==> src/rtl/viterbi_pkg.sv <==
`default_nettype none
// ============================================================================
//  Module      : viterbi_pkg
//  Description : Shared types and constants for the branch-metric sequencer.
//                metric_t    - 2-bit Hamming distance (0..2)
//                seq_state_t - sequencer phase (IDLE, PH0, PH1)
//                PH0_MASK / PH1_MASK - XOR masks applied to the symbol
//                before it is handed to the shared BMC in each phase.
//  Revision    : 1.0 - initial release
// ============================================================================
package viterbi_pkg;

    typedef logic [1:0] metric_t;

    typedef enum logic [1:0] {
        IDLE = 2'd0,
        PH0  = 2'd1,
        PH1  = 2'd2
    } seq_state_t;

    // PH0 asks the BMC about codewords 00/11 directly; PH1 flips the low
    // bit so the same 00/11 distances become distances to 01/10.
    localparam metric_t PH0_MASK = 2'b00;
    localparam metric_t PH1_MASK = 2'b01;

endpackage
`default_nettype wire

==> src/rtl/sym_fifo.sv <==
`default_nettype none
// ============================================================================
//  Module      : sym_fifo
//  Description : Small synchronous FIFO for received symbol pairs.
//                Ports: clk, rst_n (sync, active-low), push/wr_data,
//                pop/rd_data (first-word fall-through head), full, empty,
//                count (0..DEPTH).
//                Push while full and pop while empty are ignored.
//  Revision    : 1.0 - initial release
// ============================================================================
module sym_fifo #(
    parameter int DEPTH = 4,
    parameter int WIDTH = 2
) (
    input  logic                     clk,
    input  logic                     rst_n,
    input  logic                     push,
    input  logic [WIDTH-1:0]         wr_data,
    input  logic                     pop,
    output logic [WIDTH-1:0]         rd_data,
    output logic                     full,
    output logic                     empty,
    output logic [$clog2(DEPTH):0]   count
);

    localparam int c_aw = $clog2(DEPTH);
    localparam logic [c_aw:0] c_depth = (c_aw+1)'(DEPTH);

    logic [WIDTH-1:0] r_mem [DEPTH];
    logic [c_aw-1:0]  r_wr_ptr;
    logic [c_aw-1:0]  r_rd_ptr;
    logic [c_aw:0]    r_count;
    logic             w_do_push;
    logic             w_do_pop;

    assign full      = (r_count == c_depth);
    assign empty     = (r_count == '0);
    assign count     = r_count;
    assign rd_data   = r_mem[r_rd_ptr];
    assign w_do_push = push & ~full;
    assign w_do_pop  = pop & ~empty;

    // Storage needs no reset: entries are only visible through the pointers.
    always_ff @(posedge clk) begin
        if (w_do_push) begin
            r_mem[r_wr_ptr] <= wr_data;
        end
    end

    // DEPTH is a power of two, so pointers wrap naturally.
    always_ff @(posedge clk) begin
        if (!rst_n) begin
            r_wr_ptr <= '0;
            r_rd_ptr <= '0;
            r_count  <= '0;
        end else begin
            if (w_do_push) begin
                r_wr_ptr <= r_wr_ptr + 1'b1;
            end
            if (w_do_pop) begin
                r_rd_ptr <= r_rd_ptr + 1'b1;
            end
            case ({w_do_push, w_do_pop})
                2'b10:   r_count <= r_count + 1'b1;
                2'b01:   r_count <= r_count - 1'b1;
                default: r_count <= r_count;
            endcase
        end
    end

endmodule
`default_nettype wire

==> src/rtl/bmc_seq.sv <==
`default_nettype none
// ============================================================================
//  Module      : bmc_seq
//  Description : Two-phase sequencer sharing one 00/11 hard-decision BMC
//                across all four rate-1/2 codeword hypotheses.
//                Ports:
//                  clk, rst_n               - clock, sync active-low reset
//                  in_valid/in_ready/rx_pair - symbol input handshake
//                  bmc_rx_pair              - operand to the external BMC
//                  bmc_path_0/bmc_path_1    - BMC distances to 00 / 11
//                  bm_valid/bm_ready        - metric output handshake
//                  bm_00/01/10/11           - per-codeword distances
//                  bm_sof/bm_eof            - frame markers
//  Revision    : 1.0 - initial release
// ============================================================================
module bmc_seq
    import viterbi_pkg::*;
#(
    parameter int FRAME_LEN  = 16,
    parameter int FIFO_DEPTH = 4
) (
    input  logic       clk,
    input  logic       rst_n,
    input  logic       in_valid,
    output logic       in_ready,
    input  logic [1:0] rx_pair,
    output logic [1:0] bmc_rx_pair,
    input  logic [1:0] bmc_path_0,
    input  logic [1:0] bmc_path_1,
    output logic       bm_valid,
    input  logic       bm_ready,
    output logic [1:0] bm_00,
    output logic [1:0] bm_01,
    output logic [1:0] bm_10,
    output logic [1:0] bm_11,
    output logic       bm_sof,
    output logic       bm_eof
);

    localparam int c_cnt_w   = $clog2(FRAME_LEN);
    localparam int c_fifo_aw = $clog2(FIFO_DEPTH);
    localparam logic [c_cnt_w-1:0]  c_frame_last = c_cnt_w'(FRAME_LEN - 1);
    localparam logic [c_fifo_aw:0]  c_one_entry  = (c_fifo_aw+1)'(1);

    seq_state_t          r_state;
    seq_state_t          w_state_next;
    logic                w_push;
    logic                w_load;
    logic                w_more;
    logic                w_fifo_full;
    logic                w_fifo_empty;
    logic [c_fifo_aw:0]  w_fifo_count;
    metric_t             w_head;
    metric_t             w_bmc_rx;
    metric_t             r_tmp_00;
    metric_t             r_tmp_11;
    metric_t             r_bm_00;
    metric_t             r_bm_01;
    metric_t             r_bm_10;
    metric_t             r_bm_11;
    logic                r_bm_valid;
    logic                r_bm_sof;
    logic                r_bm_eof;
    logic [c_cnt_w-1:0]  r_frame_cnt;

    // in_ready is forced low while reset is held, independent of FIFO state.
    assign in_ready = rst_n & ~w_fifo_full;
    assign w_push   = in_valid & in_ready;

    // After popping the head, another entry remains unless the FIFO held
    // exactly one and nothing is arriving this cycle.
    assign w_more   = (w_fifo_count != c_one_entry) | w_push;

    sym_fifo #(
        .DEPTH (FIFO_DEPTH),
        .WIDTH (2)
    ) u_fifo (
        .clk     (clk),
        .rst_n   (rst_n),
        .push    (w_push),
        .wr_data (rx_pair),
        .pop     (w_load),
        .rd_data (w_head),
        .full    (w_fifo_full),
        .empty   (w_fifo_empty),
        .count   (w_fifo_count)
    );

    always_ff @(posedge clk) begin
        if (!rst_n) begin
            r_state <= IDLE;
        end else begin
            r_state <= w_state_next;
        end
    end

    always_comb begin
        w_state_next = r_state;
        w_load       = 1'b0;
        w_bmc_rx     = 2'b00;
        case (r_state)
            IDLE: begin
                if (!w_fifo_empty) begin
                    w_state_next = PH0;
                end
            end
            PH0: begin
                w_bmc_rx     = w_head ^ PH0_MASK;
                w_state_next = PH1;
            end
            PH1: begin
                w_bmc_rx = w_head ^ PH1_MASK;
                // Bubble-free: load whenever the output slot is empty or
                // being drained this very cycle; otherwise stall here.
                if (!r_bm_valid || bm_ready) begin
                    w_load       = 1'b1;
                    w_state_next = w_more ? PH0 : IDLE;
                end
            end
            default: begin
                w_state_next = IDLE;
            end
        endcase
    end

    assign bmc_rx_pair = w_bmc_rx;

    always_ff @(posedge clk) begin
        if (!rst_n) begin
            r_tmp_00    <= '0;
            r_tmp_11    <= '0;
            r_bm_00     <= '0;
            r_bm_01     <= '0;
            r_bm_10     <= '0;
            r_bm_11     <= '0;
            r_bm_valid  <= 1'b0;
            r_bm_sof    <= 1'b0;
            r_bm_eof    <= 1'b0;
            r_frame_cnt <= '0;
        end else begin
            if (r_state == PH0) begin
                r_tmp_00 <= bmc_path_0;
                r_tmp_11 <= bmc_path_1;
            end
            if (w_load) begin
                r_bm_00     <= r_tmp_00;
                r_bm_11     <= r_tmp_11;
                // Operand was head^01, so its 00/11 distances are the
                // symbol's distances to 01/10.
                r_bm_01     <= bmc_path_0;
                r_bm_10     <= bmc_path_1;
                r_bm_valid  <= 1'b1;
                r_bm_sof    <= (r_frame_cnt == '0);
                r_bm_eof    <= (r_frame_cnt == c_frame_last);
                r_frame_cnt <= (r_frame_cnt == c_frame_last) ? '0
                                                              : r_frame_cnt + 1'b1;
            end else if (bm_ready) begin
                r_bm_valid <= 1'b0;
            end
        end
    end

    assign bm_valid = r_bm_valid;
    assign bm_00    = r_bm_00;
    assign bm_01    = r_bm_01;
    assign bm_10    = r_bm_10;
    assign bm_11    = r_bm_11;
    assign bm_sof   = r_bm_sof;
    assign bm_eof   = r_bm_eof;

endmodule
`default_nettype wire

==> config.mk <==
export PLATFORM = sky130hd
export DESIGN_NAME = bmc_seq
export DESIGN_NICKNAME = d
export VERILOG_FILES = /design/src/rtl/viterbi_pkg.sv /design/src/rtl/sym_fifo.sv /design/src/rtl/bmc_seq.sv
export SDC_FILE = /design/constraint.sdc
export NUM_CORES = 1
export LEC_CHECK = 0
export ABC_AREA = 1
export CAP_MARGIN = 20
export CORE_MARGIN = 5
export CORE_UTILIZATION = 25
export CTS_BUF_LIST = sky130_fd_sc_hd__clkbuf_2
export DETAILED_ROUTE_END_ITERATION = 8
export HOLD_SLACK_MARGIN = 0.02
export PLACE_DENSITY_LB_ADDON = 0.05
export SYNTH_ARGS = -nofsm -noshare
export SYNTH_HDL_FRONTEND = slang
export SYNTH_SLANG_ARGS = --single-unit
==> constraint.sdc <==
create_clock -name clk -period 2.45 [get_ports clk]
set_clock_uncertainty 0.15 [all_clocks]
set_input_delay 0.49 -clock clk [delete_from_list [all_inputs] [get_ports clk]]
set_output_delay 0.49 -clock clk [all_outputs]
set_load 0.05 [all_outputs]
Yosys cells after proc, flatten, opt, wreduce, memory -nomap -nowiden
Memory sizes are Yosys's and may differ from the RTL's. A register that Yosys moved wholly into a read port is not among the register bits.
Cells that the tools add are included.
{"block": "classes", "reduce_logical": 8, "addsub": 5, "muxes": 15, "n_bitwise": 8, "eq_ne": 9}
{"op": "two-way mux 2 bit", "n": 4}
{"op": "two-way mux 1 bit", "n": 7}
{"op": "case mux 2 bit (3 select lines)", "n": 1}
{"op": "case mux 3 bit (2 select lines)", "n": 1}
{"op": "adder 2 x 1 -> 2 bit (second input constant)", "n": 2}
{"op": "adder 4 x 1 -> 4 bit (second input constant)", "n": 1}
{"op": "AND 1 bit", "n": 4}
{"op": "equality test 2 x 1 -> 1 bit (second input constant)", "n": 2}
{"op": "equality test 2 bit (second input constant)", "n": 2}
{"op": "equality test 4 bit (second input constant)", "n": 1}
{"op": "logical NOT 4 bit", "n": 1}
{"op": "two-way mux 4 bit", "n": 1}
{"op": "!= test 2 bit (second input constant)", "n": 2}
{"op": "case mux 2 bit (2 select lines)", "n": 1}
{"op": "nonzero test 2 bit", "n": 2}
{"op": "adder 3 x 1 -> 3 bit (second input constant)", "n": 1}
{"op": "equality test 3 bit (second input constant)", "n": 1}
{"op": "logical NOT 3 bit", "n": 1}
{"op": "!= test 3 x 1 -> 1 bit (second input constant)", "n": 1}
{"op": "NOT 1 bit", "n": 3}
{"op": "subtractor 3 x 1 -> 3 bit (second input constant)", "n": 1}
{"op": "logical NOT 2 bit", "n": 1}
{"op": "AND reduction 2 bit", "n": 1}
{"op": "logical NOT 1 bit", "n": 1}
{"op": "other kinds (2)", "n": 2}
{"block": "word_totals", "word_cells": 60, "ram_bits": 8, "memories": 1, "register_bits": 28, "output_inout_bits": 14, "in_bits": 10}
{"name": "u_fifo.r_mem", "depth": 4, "width": 2, "rd": 1, "rd_ports_with_merged_regs": 1, "wr": 1, "line": "sym_fifo.sv:29", "source": "logic [WIDTH-1:0] r_mem [DEPTH];"}

Depth between registers and ports, before layout
{"block": "depth", "depth_word": 8, "ltp_mapped": 12, "depth_no_buf": 12}

Hierarchy
A second synthesis with hierarchy kept.
{"block": "hier_totals", "hier_cells": 212, "area_unflattened_um2": 1767.9}
{"module": "bmc_seq", "instances": 1, "area_per_inst_um2": 958.4, "cells_per_inst": 122}
{"module": "sym_fifo", "instances": 1, "area_per_inst_um2": 809.5, "cells_per_inst": 90}

Least setup slack after synthesis
Ideal clock, no wire load.
{"block": "synth_timing", "path_kind": "reg-to-output", "from": "reg r_state[0]", "to": "out bmc_rx_pair[1]", "t_arrival_ps": 1964, "n_path_buf": 0, "required_ps": 1810, "setup_slack_ps": -154, "path_stages_with_launch": 5, "path_cell_list": "dfxtp_1 > inv_1 > ha_1 > o21ai_0 > a211oi_1"}
{"block": "synth_between", "elab_chain_len": 2, "word_cells_on_any_way": 3}
{"element": "from (decl)", "line": "bmc_seq.sv:45", "source": "seq_state_t r_state;"}
{"element": "from (signal assigned)", "line": "bmc_seq.sv:93", "source": "r_state <= w_state_next;"}
{"element": "equality test 2 bit / equality test 2 x 1 -> 1 bit (equally long branches)", "line": "bmc_seq.sv:101", "source": "case (r_state)"}
{"element": "case mux 2 bit (2 select lines) (*)", "line": "bmc_seq.sv:101"}
{"element": "to (decl)", "line": "bmc_seq.sv:27", "source": "output logic [1:0] bmc_rx_pair,"}
Every way passes the cells marked *; elsewhere a longest branch is shown, timed or not.

Final worst setup path
Same ends and word-level chain as after synthesis.

==> flow_summary.ini <==
[run_status]
outcome = completed

[power]
powerDensity_nw_per_um2 = 941
p_int_mw = 1.22
combPwrFrac_pct = 45.8
ir_drop_uv = 179
p_sw_share_pct = 41.8
power_switching_mw = 0.877
power.total_mw = 2.10
pwr-share-clk_pct = 13.2
leakage_nw = 0.907
pwr-share-seq_pct = 40.9

[cts]
cts_root_buffer = clkbuf_2
cts_hold_buf = 0
ctsHtreeMaxLevel = 2
cts_tree = done
cts.sinks = 38
clock_latency_ns = 0.39
cts_buffers = 5
clk_pin_slew_worst_paths_ns = 0.22
clockBufferDepth = 2

[final_layout]
n_antenna_cell = 0
final_cells = 321
fin_nets = 266
ff_latch_area_um2 = 848
multiInputGateArea_um2 = 781
drive_gt1_share_pct = 13.7
fill_cells = 690
syn2layout_area_growth_pct = 30.4

[yosys]
synthMuxAreaShare_pct = 0
ys_ff_latch = 38
synth_top_family_by_area = simple AND/OR/NAND/NOR gates
ys_seq_area_share_pct = 49.2
netlist_area_um2 = 1710
ys_types = 21
synthCells = 204
avgSynthCellArea_um2 = 8.38
ys.warnings.count = 0
synthXorXnorAreaFrac_pct = 1.54
synthAdderAreaFrac_pct = 11.7
yosys.area_share.simple_pct = 17.3
synth_nets = 230
synth_compound_area_share_pct = 12.4

[setup_path]
crit_slowest_cell = dfxtp_4
worstSetupPathType = reg -> out
path_delay_family = flip-flops
start_kind = flip-flop
worstSetupEndpointType = output pin
path_cells = inv_4 -> ha_4 -> o21ai_2 -> a211oi_2 -> clkbuf_16
critPathMaxFanout = 5
rr_startpoint = r_state[1]
slowest_delay_ns = 0.43
worstPathArrival_ns = 1.67
r2r_setup_slack_ns = 0.51
cp_data_required_time_ns = 1.81
worstPathBufferInverterCount = 2
crit_start = r_state[0]

[timing]
report.final.slew_viol_count = 0
finalSetupViolCount = 0
max_clock_freq_mhz = 433
worst_pin_slew_ns = 0.498
hold_viol = 0
setup_slack_ns = 0.139
min_period_ns = 2.31
slew_headroom_pct = 66.7
post-route-period-util_pct = 94.3

[placement]
dpl.cell_count = 310
gp_congestion = 0.710
portBuffers = 23
place_ws_ns = 0.138
hpwl_um = 2610

[detailed_routing]
drt.antenna.violating_nets = 0
wl_um = 3530
drtPass1Iterations = 4
viasPerCell = 4.11
vias = 1318
detail_route.drc_violations = 0
drt-initial-drc-count = 75
routedWlPerCell_um = 11.0

[job]
maxCapViolations = 0

[global_route]
first_global_vias = 1364
grt_max_degree = 21
grt_pass1_wl_um = 6290
overflow = 0
use_met3_pct = 2.76
met2_usage_pct = 15.0
antenna_found_initial = 0
grt_busiest_layer = met2
grt_util_all_layers_pct = 9.21
use_met1_pct = 11.2

[floorplanning]
die_h_um = 92.7
die_area_um2 = 8590
start_util_pct = 25.4
core_area_um2 = 6720
pin_count = 24
fp-row-count = 30
fp.dieW_um = 92.7

[min_path]
hold_path.class = reg -> reg
worstHoldStart = bm_eof
==> cell usage in the layout, fill, tap and decap left out <==
| cell | count |
|---|---|
| clkinv_1 | 1 |
| nor2_2 | 1 |
| xor2_1 | 3 |
| clkinvlp_4 | 1 |
| o21ai_1 | 3 |
| nand3_1 | 4 |
| inv_1 | 27 |
| nand2_1 | 24 |
| nor2_1 | 38 |
| a21oi_1 | 15 |
| dfxtp_4 | 2 |
| buf_12 | 2 |
| clkbuf_16 | 1 |
| clkdlybuf4s50_1 | 20 |
| ha_4 | 3 |
| ha_1 | 13 |
| nor3b_1 | 1 |
| clkinv_2 | 1 |
| dfxtp_1 | 28 |
| edfxtp_1 | 8 |
| nor3_1 | 1 |
| inv_2 | 1 |
| clkbuf_2 | 5 |
| a211oi_2 | 1 |
| nand2_2 | 1 |
| buf_4 | 10 |
| o21ai_0 | 22 |
| o21ai_2 | 1 |
| nand3_4 | 1 |
| inv_4 | 2 |
==> synthesized netlist by cell type <==
cell	instances	area, µm²
o21ai_1	2	10.0
o21ai_0	24	120
ha_1	16	200
nand2_2	1	6.26
a21oi_1	15	75.1
nand2_1	24	90.1
buf_4	1	7.51
inv_2	1	3.75
nor3_1	1	5.00
nand3_4	1	17.5
buf_2	2	10.0
dfxtp_1	30	601
nor3b_1	1	7.51
inv_1	29	109
edfxtp_1	8	240
xor2_1	3	26.3
a211oi_1	1	7.51
nor2_1	38	143
buf_1	1	3.75
nand3_1	4	20.0
nor2_2	1	6.26
==> cell families after synthesis <==
group                      Yosys count
DFF                                 38
AOI/OAI and AO/OA                   42
adders and majority gates           16
xor gates and xnor gates             3
buffers and inverters               34
and+or+nand+nor                     71
==> tightest hold or removal path: cells and delay by family (launching register included) <==
| family | cells | cell delay, ns |
|---|---|---|
| flip-flops | 1 | 0.36 |
| AND/OR/NAND/NOR | 1 | 0.06 |
| AO/OA/AOI/OAI | 1 | 0.06 |
==> power by group through the flow <==
stage | sequential, mW | combinational (mW) | clock, mW
floorplan | 1.04 | 0.402 | 0
global placement | 0.862 | 0.893 | 0
detailed placement | 0.861 | 0.887 | 0
CTS | 0.855 | 0.907 | 0.302
global route | 0.877 | 1.08 | 0.332
finish | 0.858 | 0.961 | 0.278
==> routing by layer <==
metal | up-vias | share of wire [%]
met5 | - | 0
met4 | 0 | 2.0
met3 | 6 | 2.7
met2 | 17 | 45
met1 | 575 | 50
li1 | 720 | -
==> stage by stage <==
stage          area (µm²)  TNS (ns)  hold WS, ns  utilization (%)
2_1_floorplan        1710         0        0.307                -
3_3_place_gp         2110         0        0.309             31.3
3_5_place_dp         2110         0        0.312             31.3
4_1_cts              2170         0        0.346             32.4
5_1_grt              2230  -0.00104        0.376             33.2
6_report             2230         0        0.343             33.2
==> area by class of cell <==
| class | count | area share (%) |
|---|---|---|
| timing repair buffer | 33 | 15.3 |
| clock buffer | 5 | 1.12 |
| sequential | 38 | 38.1 |
| clock inverter | 3 | 0.730 |
| tap | 80 | 4.49 |
| multi-input combinational | 132 | 35.0 |
| inverter | 30 | 5.28 |
==> worst paths after layout <==
| check | end | cells after the start |
|---|---|---|
| worst min register to register | bm_eof | 2 |
| worst max register to register | u_fifo.count[2] | 11 |
| worst max-delay path | bmc_rx_pair[1] | 5 |
| worst min-delay path | bm_eof | 2 |
==> registers in the layout, summed over array words and instances (netlist names), named ones only <==
register,count
bm_eof,1
bm_valid,1
u_fifo.count,3
bm_10,2
r_state,2
r_tmp_00,2
bm_00,2
bm_01,2
r_frame_cnt,4
r_tmp_11,2
u_fifo.r_mem,8
u_fifo.r_wr_ptr,2
bm_sof,1
u_fifo.r_rd_ptr,2
bm_11,2
==> what timing repair did <==
action | CTS | global route
buffers inserted | 1 | 2
gates resized for setup | 6 | 10
endpoints found under the hold margin | 0 | 0
pin swaps | 1 | 2
endpoints found under the setup margin | 2 | 1
No activity file was read; power rests on OpenSTA's default activity.
